<file path="config.mk">
export PLATFORM = sky130hd
export DESIGN_NAME = uart_rx
export DESIGN_NICKNAME = d
export VERILOG_FILES = /design/src/rtl/uart_pkg.sv /design/src/rtl/uart_sync2.sv /design/src/rtl/uart_rx.sv
export SDC_FILE = /design/constraint.sdc
export NUM_CORES = 1
export LEC_CHECK = 0
export ABC_CLOCK_PERIOD_IN_PS = 1800
export CORE_MARGIN = 2
export CORE_UTILIZATION = 49
export CTS_CLUSTER_DIAMETER = 80
export CTS_CLUSTER_SIZE = 25
export DETAILED_ROUTE_END_ITERATION = 12
export PLACE_DENSITY = 0.74
export RECOVER_POWER = 25
export SLEW_MARGIN = 20
export SYNTH_ARGS = -nofsm -noshare
export SYNTH_HDL_FRONTEND = slang
export SYNTH_SLANG_ARGS = --single-unit
</file>
<file path="constraint.sdc">
create_clock -name clk -period 1.8 [get_ports clk]
set_input_delay 0.27 -clock clk [delete_from_list [all_inputs] [get_ports clk]]
set_output_delay 0.27 -clock clk [all_outputs]
set_load 0.05 [all_outputs]
</file>
<file path="src/rtl/uart_pkg.sv">
// Shared UART definitions: receiver state encoding, default frame geometry
// and parity polarity constants.
`timescale 1ns/1ps
package uart_pkg;

    localparam int DEF_OVERSAMPLE = 16;
    localparam int DEF_DATA_BITS  = 8;

    localparam int PARITY_EVEN = 0;
    localparam int PARITY_ODD  = 1;

    typedef enum logic [2:0] {
        ST_IDLE,
        ST_START,
        ST_DATA,
        ST_PARITY,
        ST_STOP,
        ST_BREAK
    } rx_state_t;

endpackage

</file>
<file path="src/rtl/uart_sync2.sv">
// Two-flop synchronizer for an asynchronous single-bit input; the flops
// reset to RESET_VAL so an idle line does not look active after reset.
`timescale 1ns/1ps
module uart_sync2 #(
    parameter logic RESET_VAL = 1'b1
) (
    input  logic clk,
    input  logic reset,
    input  logic d,
    output logic q
);

    logic meta;

    always_ff @(posedge clk or negedge reset) begin
        if (!reset) begin
            meta <= RESET_VAL;
            q    <= RESET_VAL;
        end else begin
            meta <= d;
            q    <= meta;
        end
    end

endmodule

</file>
<file path="src/rtl/uart_rx.sv">
// Oversampling UART receiver: start/data/parity/stop recovery with a
// valid/ready holding register and single-cycle error pulses.
`timescale 1ns/1ps
module uart_rx
    import uart_pkg::*;
#(
    parameter int DATA_BITS  = DEF_DATA_BITS,
    parameter int OVERSAMPLE = DEF_OVERSAMPLE,
    parameter int PARITY_EN  = 0,
    parameter int PARITY_ODD = PARITY_EVEN
) (
    input  logic                 clk,
    input  logic                 reset,
    input  logic                 os_tick,
    input  logic                 rx,
    output logic [DATA_BITS-1:0] rx_data,
    output logic                 rx_valid,
    input  logic                 rx_ready,
    output logic                 frame_err,
    output logic                 parity_err,
    output logic                 overrun,
    output logic                 busy
);

    localparam int TW = $clog2(OVERSAMPLE);
    localparam int BW = $clog2(DATA_BITS);
    localparam logic [TW-1:0] TICK_MID  = TW'(OVERSAMPLE / 2 - 1);
    localparam logic [TW-1:0] TICK_LAST = TW'(OVERSAMPLE - 1);
    localparam logic [BW-1:0] BIT_LAST  = BW'(DATA_BITS - 1);
    localparam logic          PAR_INV   = (PARITY_ODD != 0);
    localparam logic          PAR_ON    = (PARITY_EN != 0);

    logic rxs;

    rx_state_t            state_q, state_d;
    logic [TW-1:0]        tick_q, tick_d;
    logic [BW-1:0]        bit_q, bit_d;
    logic [DATA_BITS-1:0] shreg_q, shreg_d;
    logic                 par_bad_q, par_bad_d;
    logic [DATA_BITS-1:0] rx_data_d;
    logic                 valid_d;
    logic                 fe_d, pe_d, ov_d;
    logic                 deliver, load;

    uart_sync2 #(.RESET_VAL(1'b1)) u_sync (
        .clk   (clk),
        .reset (reset),
        .d     (rx),
        .q     (rxs)
    );

    always_ff @(posedge clk or negedge reset) begin
        if (!reset) begin
            state_q    <= ST_IDLE;
            tick_q     <= '0;
            bit_q      <= '0;
            shreg_q    <= '0;
            par_bad_q  <= 1'b0;
            rx_data    <= '0;
            rx_valid   <= 1'b0;
            frame_err  <= 1'b0;
            parity_err <= 1'b0;
            overrun    <= 1'b0;
        end else begin
            state_q    <= state_d;
            tick_q     <= tick_d;
            bit_q      <= bit_d;
            shreg_q    <= shreg_d;
            par_bad_q  <= par_bad_d;
            rx_data    <= rx_data_d;
            rx_valid   <= valid_d;
            frame_err  <= fe_d;
            parity_err <= pe_d;
            overrun    <= ov_d;
        end
    end

    always_comb begin
        state_d   = state_q;
        tick_d    = tick_q;
        bit_d     = bit_q;
        shreg_d   = shreg_q;
        par_bad_d = par_bad_q;
        deliver   = 1'b0;
        fe_d      = 1'b0;
        pe_d      = 1'b0;

        if (os_tick) begin
            case (state_q)
                ST_IDLE: begin
                    if (!rxs) begin
                        state_d = ST_START;
                        tick_d  = '0;
                    end
                end
                ST_START: begin
                    if (tick_q == TICK_MID) begin
                        tick_d = '0;
                        if (rxs) begin
                            state_d = ST_IDLE;
                        end else begin
                            state_d = ST_DATA;
                            bit_d   = '0;
                        end
                    end else begin
                        tick_d = tick_q + 1'b1;
                    end
                end
                ST_DATA: begin
                    if (tick_q == TICK_LAST) begin
                        tick_d  = '0;
                        // Line order is LSB first, so new bits enter at the top.
                        shreg_d = {rxs, shreg_q[DATA_BITS-1:1]};
                        if (bit_q == BIT_LAST) begin
                            state_d = PAR_ON ? ST_PARITY : ST_STOP;
                        end else begin
                            bit_d = bit_q + 1'b1;
                        end
                    end else begin
                        tick_d = tick_q + 1'b1;
                    end
                end
                ST_PARITY: begin
                    if (tick_q == TICK_LAST) begin
                        tick_d    = '0;
                        par_bad_d = rxs ^ (^shreg_q) ^ PAR_INV;
                        state_d   = ST_STOP;
                    end else begin
                        tick_d = tick_q + 1'b1;
                    end
                end
                ST_STOP: begin
                    if (tick_q == TICK_LAST) begin
                        tick_d = '0;
                        if (!rxs) begin
                            fe_d    = 1'b1;
                            state_d = ST_BREAK;
                        end else if (par_bad_q) begin
                            pe_d    = 1'b1;
                            state_d = ST_IDLE;
                        end else begin
                            deliver = 1'b1;
                            state_d = ST_IDLE;
                        end
                    end else begin
                        tick_d = tick_q + 1'b1;
                    end
                end
                ST_BREAK: begin
                    if (rxs) state_d = ST_IDLE;
                end
                default: state_d = ST_IDLE;
            endcase
        end

        // A same-cycle accept frees the holding register for the new byte.
        load      = deliver && (!rx_valid || rx_ready);
        ov_d      = deliver && rx_valid && !rx_ready;
        rx_data_d = load ? shreg_q : rx_data;
        if (load) valid_d = 1'b1;
        else if (rx_ready) valid_d = 1'b0;
        else valid_d = rx_valid;
    end

    assign busy = (state_q != ST_IDLE);

endmodule

</file>
# Word-level counts from Yosys, hierarchy flattened
# Index checks and enable logic that the tools add are counted.
# W data, S select, Z words.
[word_totals]
reg_bits = 33
latch_bits = 0
mem_bits_rw = 0
romBits = 0
in_bits = 5
out_inout_bits = 13
word_cells = 85
memories = 0
[op_classes]
addsub = 2
mul = 0
n_div = 0
order_cmp = 0
eq_ne = 17
shifts = 0
n_mux = 35
n_bitwise = 1
n_reduce_logical = 18
[op_table]
columns = ["op", "count"]
rows = [
  ["$mux W3", 12],
  ["$pmux W3 S6", 1],
  ["$mux W1", 16],
  ["$ne A2 B2 Y1 const B", 8],
  ["$mux W4", 3],
  ["$pmux W4 S3", 1],
  ["$eq A3 B3 Y1 const B", 3],
  ["$reduce_and A3 Y1", 3],
  ["$reduce_and A8 Y1", 1],
  ["$reduce_xor A8 Y1", 1],
  ["$eq A3 B2 Y1 const B", 2],
  ["$pmux W3 S2", 1],
  ["$reduce_and A6 Y1", 1],
  ["$reduce_bool A3 Y1", 2],
  ["$add A4 B1 Y4 const B", 1],
  ["$eq A4 B3 Y1 const B", 1],
  ["$eq A4 B4 Y1 const B", 1],
  ["$reduce_bool A2 Y1", 2],
  ["$add A3 B1 Y3 const B", 1],
  ["$eq A3 B1 Y1 const B", 1],
  ["$logic_and A1 B1 Y1", 3],
  ["$logic_not A3 Y1", 1],
  ["$reduce_or A3 Y1", 1],
  ["$logic_not A1 Y1", 2],
  ["other kinds (4)", 4],
]

# Logic depth before layout (Yosys ltp)
[depth]
ltp_word = 7
depth_mapped = 6
depth_no_buf = 6

# Modules after synthesis
# Synthesis repeated with hierarchy kept, for this count alone.
[unflattened]
cells_unflattened = 126
area_unflattened_um2 = 1577.8
[modules_own_cells]
columns = ["mod", "n_inst", "cells_per_inst", "area_each_um2", "seq_area_each_um2"]
rows = [
  ["uart_rx", 1, 124, 1525.2, 775.7],
  ["uart_sync2", 1, 2, 52.6, 52.6],
]

# Worst setup path after synthesis
# No wires, ideal clock.
[synth_path]
path_kind = "register -> register"
from = "reg tick_q[0]"
to = "reg rx_data[0]"
setup_time_ns = 0.125
t_arrival_ns = 1.883
required_time_ns = 1.675
path_slack_ns = -0.208
path_stages_with_launch = 7
path_buffers = 1
synth_period_minus_slack_ns = 2.008
path_cell_list = "dfrtp_1 ha_1 nand4_1 or4_4 nand2b_4 buf_6 mux2_4"
[synth_between]
elab_chain_cells = 5
[synth_rtl]
columns = ["item", "line_no", "rtl"]
rows = [
  ["start, declared", "uart_rx.sv:36", "logic [TW-1:0] tick_q, tick_d;"],
  ["start signal, assigned", "uart_rx.sv:66", "tick_q <= tick_d;"],
  ["$eq A4 B4 Y1", "uart_rx.sv:133", "if (tick_q == TICK_LAST) begin"],
  ["$mux W1", "uart_rx.sv:133", ""],
  ["$mux W1", "uart_rx.sv:89", "case (state_q)"],
  ["$mux W1", "uart_rx.sv:88", "if (os_tick) begin"],
  ["$logic_and A1 B1 Y1", "uart_rx.sv:157", "load = deliver && (!rx_valid || rx_ready);"],
  ["end signal, assigned", "uart_rx.sv:70", "rx_data <= rx_data_d;"],
  ["end, declared", "uart_rx.sv:16", "output logic [DATA_BITS-1:0] rx_data,"],
]
# Every way passes these cells.
# A chain may end at the register's enable or synchronous reset.

# Worst setup path in the final report
[layout_path]
from = "reg state_q[0]"
to = "reg rx_data[5]"
[layout_between]
elab_chain_cells = 4
[layout_rtl]
columns = ["item", "line_no", "rtl"]
rows = [
  ["start, declared", "uart_rx.sv:35", "rx_state_t state_q, state_d;"],
  ["start signal, assigned", "uart_rx.sv:65", "state_q <= state_d;"],
  ["$eq A3 B3 Y1", "uart_rx.sv:89", ""],
  ["$mux W1", "uart_rx.sv:89", ""],
  ["$mux W1", "uart_rx.sv:88", ""],
  ["$logic_and A1 B1 Y1", "uart_rx.sv:157", ""],
]
# Every way passes these cells.

==> impl_metrics.csv <==
group,metric,value,unit
placed_design,post-place-ws,-0.282,ns
die,start_util,51.7,%
clock_tree,clock_sinks,33,
grt,grt_first_pass_wirelength,5010,um
logic_synthesis,synth_nets,134,
outcome,status,"complete, but fails checks",
clock_tree,cts_inserted_buffers,5,
grt,busiest_layer,"met2",
timing,maxSlewViolCount,0,
hold_path,hold_path.class,"flop to flop",
layout,instances_no_fill,218,
logic_synthesis,synth_cells,126,
worst_setup_path,crit_slowest_cell,"or4_4",
grt,grt_pass1_vias,1107,
die,rows,20,
pwr,finalPower,2130,uW
worst_setup_path,arrival,2.11,ns
clock_tree,h-tree-depth,2,
worst_setup_path,crit_chain,"or3b_4, or4_4, nand2b_4, mux2_4",
layout,layout-drive-gt1-share,40.8,%
drt,vias,1153,
placed_design,port_buffers,17,
logic_synthesis,syn_avg_cell_area,12.5,um2
grt,gr-usage-met3,5.12,%
die,ioPinCount,18,
layout,utilization,69.2,%
timing,rsz0062_at_grt,"yes",
worst_setup_path,critical_path.max_fanout,8,
outcome,violations,"negative setup slack",
grt,track_usage,19.0,%
logic_synthesis,netlist-cell-type-count,39,
worst_setup_path,end_kind,"flop",
clock_tree,worstSkewPairLatency,0.34,ns
clock_tree,clk_pin_slew,0.11,ns
job,drv_cap,0,
layout,num_antenna_cells,0,
pwr,vdd_ir_drop_max,0.673,mV
worst_setup_path,startpoint_type,"flop",
die,design.core.area,3050,um2
grt,met2_usage,28.9,%
die,dieWidth,60.8,um
worst_setup_path,cp.required,2.04,ns
grt,antenna_found_initial,0,
worst_setup_path,crit_path_max_incr_delay,0.42,ns
logic_synthesis,synthArstFlopShare,100,%
placed_design,place_congestion,0.815,
timing,fin_crit_sh,104,%
clock_tree,clk_path_buf_depth,2,
timing,setup_violations,8,
worst_setup_path,crit_type,"flop to flop",
drt,detail-route-antenna-nets,0,
timing,worst_pin_slew,0.798,ns
logic_synthesis,yosys_warnings,0,
timing,fmax,533,MHz
placed_design,place_area,1950,um2
timing,fin_skew,0.00945,ns
logic_synthesis,yosysSeqAreaShare,52.5,%
pwr,p_per_area,1010,nW/um2
drt,drt_wl_total,3190,um
drt,drc_errors,0,
die,die_h,60.8,um
layout,synthToLayoutAreaGrowth,33.8,%
die,dieArea,3690,um2
grt,grt_overflow,0,
placed_design,hpwl,2120,um
logic_synthesis,synth_area,1580,um2
timing,finalCriticalPeriod,1.87,ns
placed_design,dp.cells,203,
timing,slew_headroom,46.8,%
logic_synthesis,synth_ff_type,"dfrtp_1",
grt,gr-usage-met1,25.9,%
drt,first_iter_violations,23,
timing,final_hold_viol_count,0,
drt,drtPass1Iterations,4,
layout,nets,181,
drt,wl_per_cell,14.6,um
logic_synthesis,ys_seq_elements,33,
logic_synthesis,synth_edf_count,0,
pwr,p_leak,0.00110,uW
clock_tree,cts_tree,"done",
grt,grt_max_degree,34,
drt,viasPerCell,5.29,
layout,design_area,2110,um2
clock_tree,root_buffer,"clkbuf_4",
timing,fin_ws,-0.0747,ns
## metal layers
layer  up-vias  share of wire, %
li1        548                 -
met1       575                43
met2        23                52
met3         7               3.1
met4         0               2.3
met5         -                 0
## per-stage QoR
| stage | TNS (ns) | hold WS (ns) |
|---|---|---|
| floorplan | -1.26 | -0.0256 |
| global placement | -1.98 | 0.347 |
| detailed placement | -2.40 | 0.347 |
| CTS | -0.466 | 0.315 |
| global route | -0.770 | 0.374 |
| finish | -0.553 | 0.361 |
## sequential cells by signal, indices dropped and copies added, names as in the netlist
register	flops
rx_data	8
tick_q	4
frame_err	1
overrun	1
bit_q	3
rx_valid	1
par_bad_q	1
u_sync.q	1
shreg_q	8
parity_err	1
state_q	3
u_sync.meta	1
## cell families (layout without fill, tap and decap cells)
group | count (synthesis) | in the layout | synth area share, %
adders and majority gates | 3 | 3 | 2.38
muxes | 20 | 20 | 16.0
buffers and inverters | 8 | 56 | 2.46
xor gates and xnor gates | 7 | 7 | 4.75
and+or+nand+nor | 36 | 36 | 12.8
AOI/OAI and AO/OA | 19 | 19 | 9.11
DFF | 33 | 33 | 52.5
## power breakdown
part,switching [uW],internal (uW)
Combinational,420,425
Clock,270,147
Sequential,52.4,816
## cells in the mapped netlist (2+ instances only)
cell type	n	share of area [%]
a32o_1	2	1.3
and2b_1	2	0.95
clkbuf_1	2	0.48
dfrtp_1	31	49
dfstp_2	2	3.3
ha_1	3	2.4
inv_1	4	0.95
mux2_2	10	7.1
mux2_4	8	7.6
mux2i_1	2	1.3
nand2_1	8	1.9
nand2b_1	5	2.0
nand3_1	4	1.3
nor2_1	6	1.4
nor3_1	3	0.95
o21ai_0	6	1.9
or3_1	2	0.79
xnor2_1	5	2.8
## final cells by class
cell class	count	area, um2
clock buffers	5	37.5
clock inverters	3	17.5
fillers	257	940
inverters	4	15.0
multi-input cells	85	787
flip-flops and latches	33	828
well taps	44	55.1
repair buffers	44	373
## layout by cell type (no fill, tap or decap), types with 2 or more instances in the layout
master	netlist	final
nor2_1	6	5
buf_4	0	26
ha_4	0	2
nor3_1	3	2
clkdlybuf4s50_1	0	4
nand2b_1	5	5
nand3_1	4	3
dfrtp_1	31	31
mux2_4	8	9
dlygate4sd3_1	0	2
o21ai_1	0	2
clkinv_2	0	2
o21ai_0	6	4
clkbuf_4	0	5
dlygate4sd2_1	0	7
xnor2_1	5	5
or3_4	0	2
dlymetal6s2s_1	0	2
nand2_1	8	8
and2b_1	2	2
inv_1	4	4
dfstp_2	2	2
mux2_2	10	9
mux2i_1	2	2
## worst max-delay path, delay by kind of cell, from the launching register on
kind | cells | cell delay [ns]
simple gates | 3 | 1.05
mux | 1 | 0.32
flops | 1 | 0.39
## final timing paths
check	startpoint	slack, ns	end	cells after the start
min reg2reg	u_sync.meta	0.36	u_sync.q	0
max	state_q[0]	-0.07	rx_data[5]	4
max reg2reg	state_q[0]	-0.07	rx_data[5]	4
max in group asynchronous	reset	0.77	shreg_q[7]	2
min in group asynchronous	reset	0.53	tick_q[3]	2
min	u_sync.meta	0.36	u_sync.q	0
## what timing repair did
| action | CTS | global route |
|---|---|---|
| resized for setup | 13 | 13 |
| pin swaps | 2 | 6 |
| setup buffers | 0 | 7 |
| endpoints found under the setup margin | 20 | 17 |
| hold buffers | 0 | 0 |
Power figures use the tool's default switching activity.
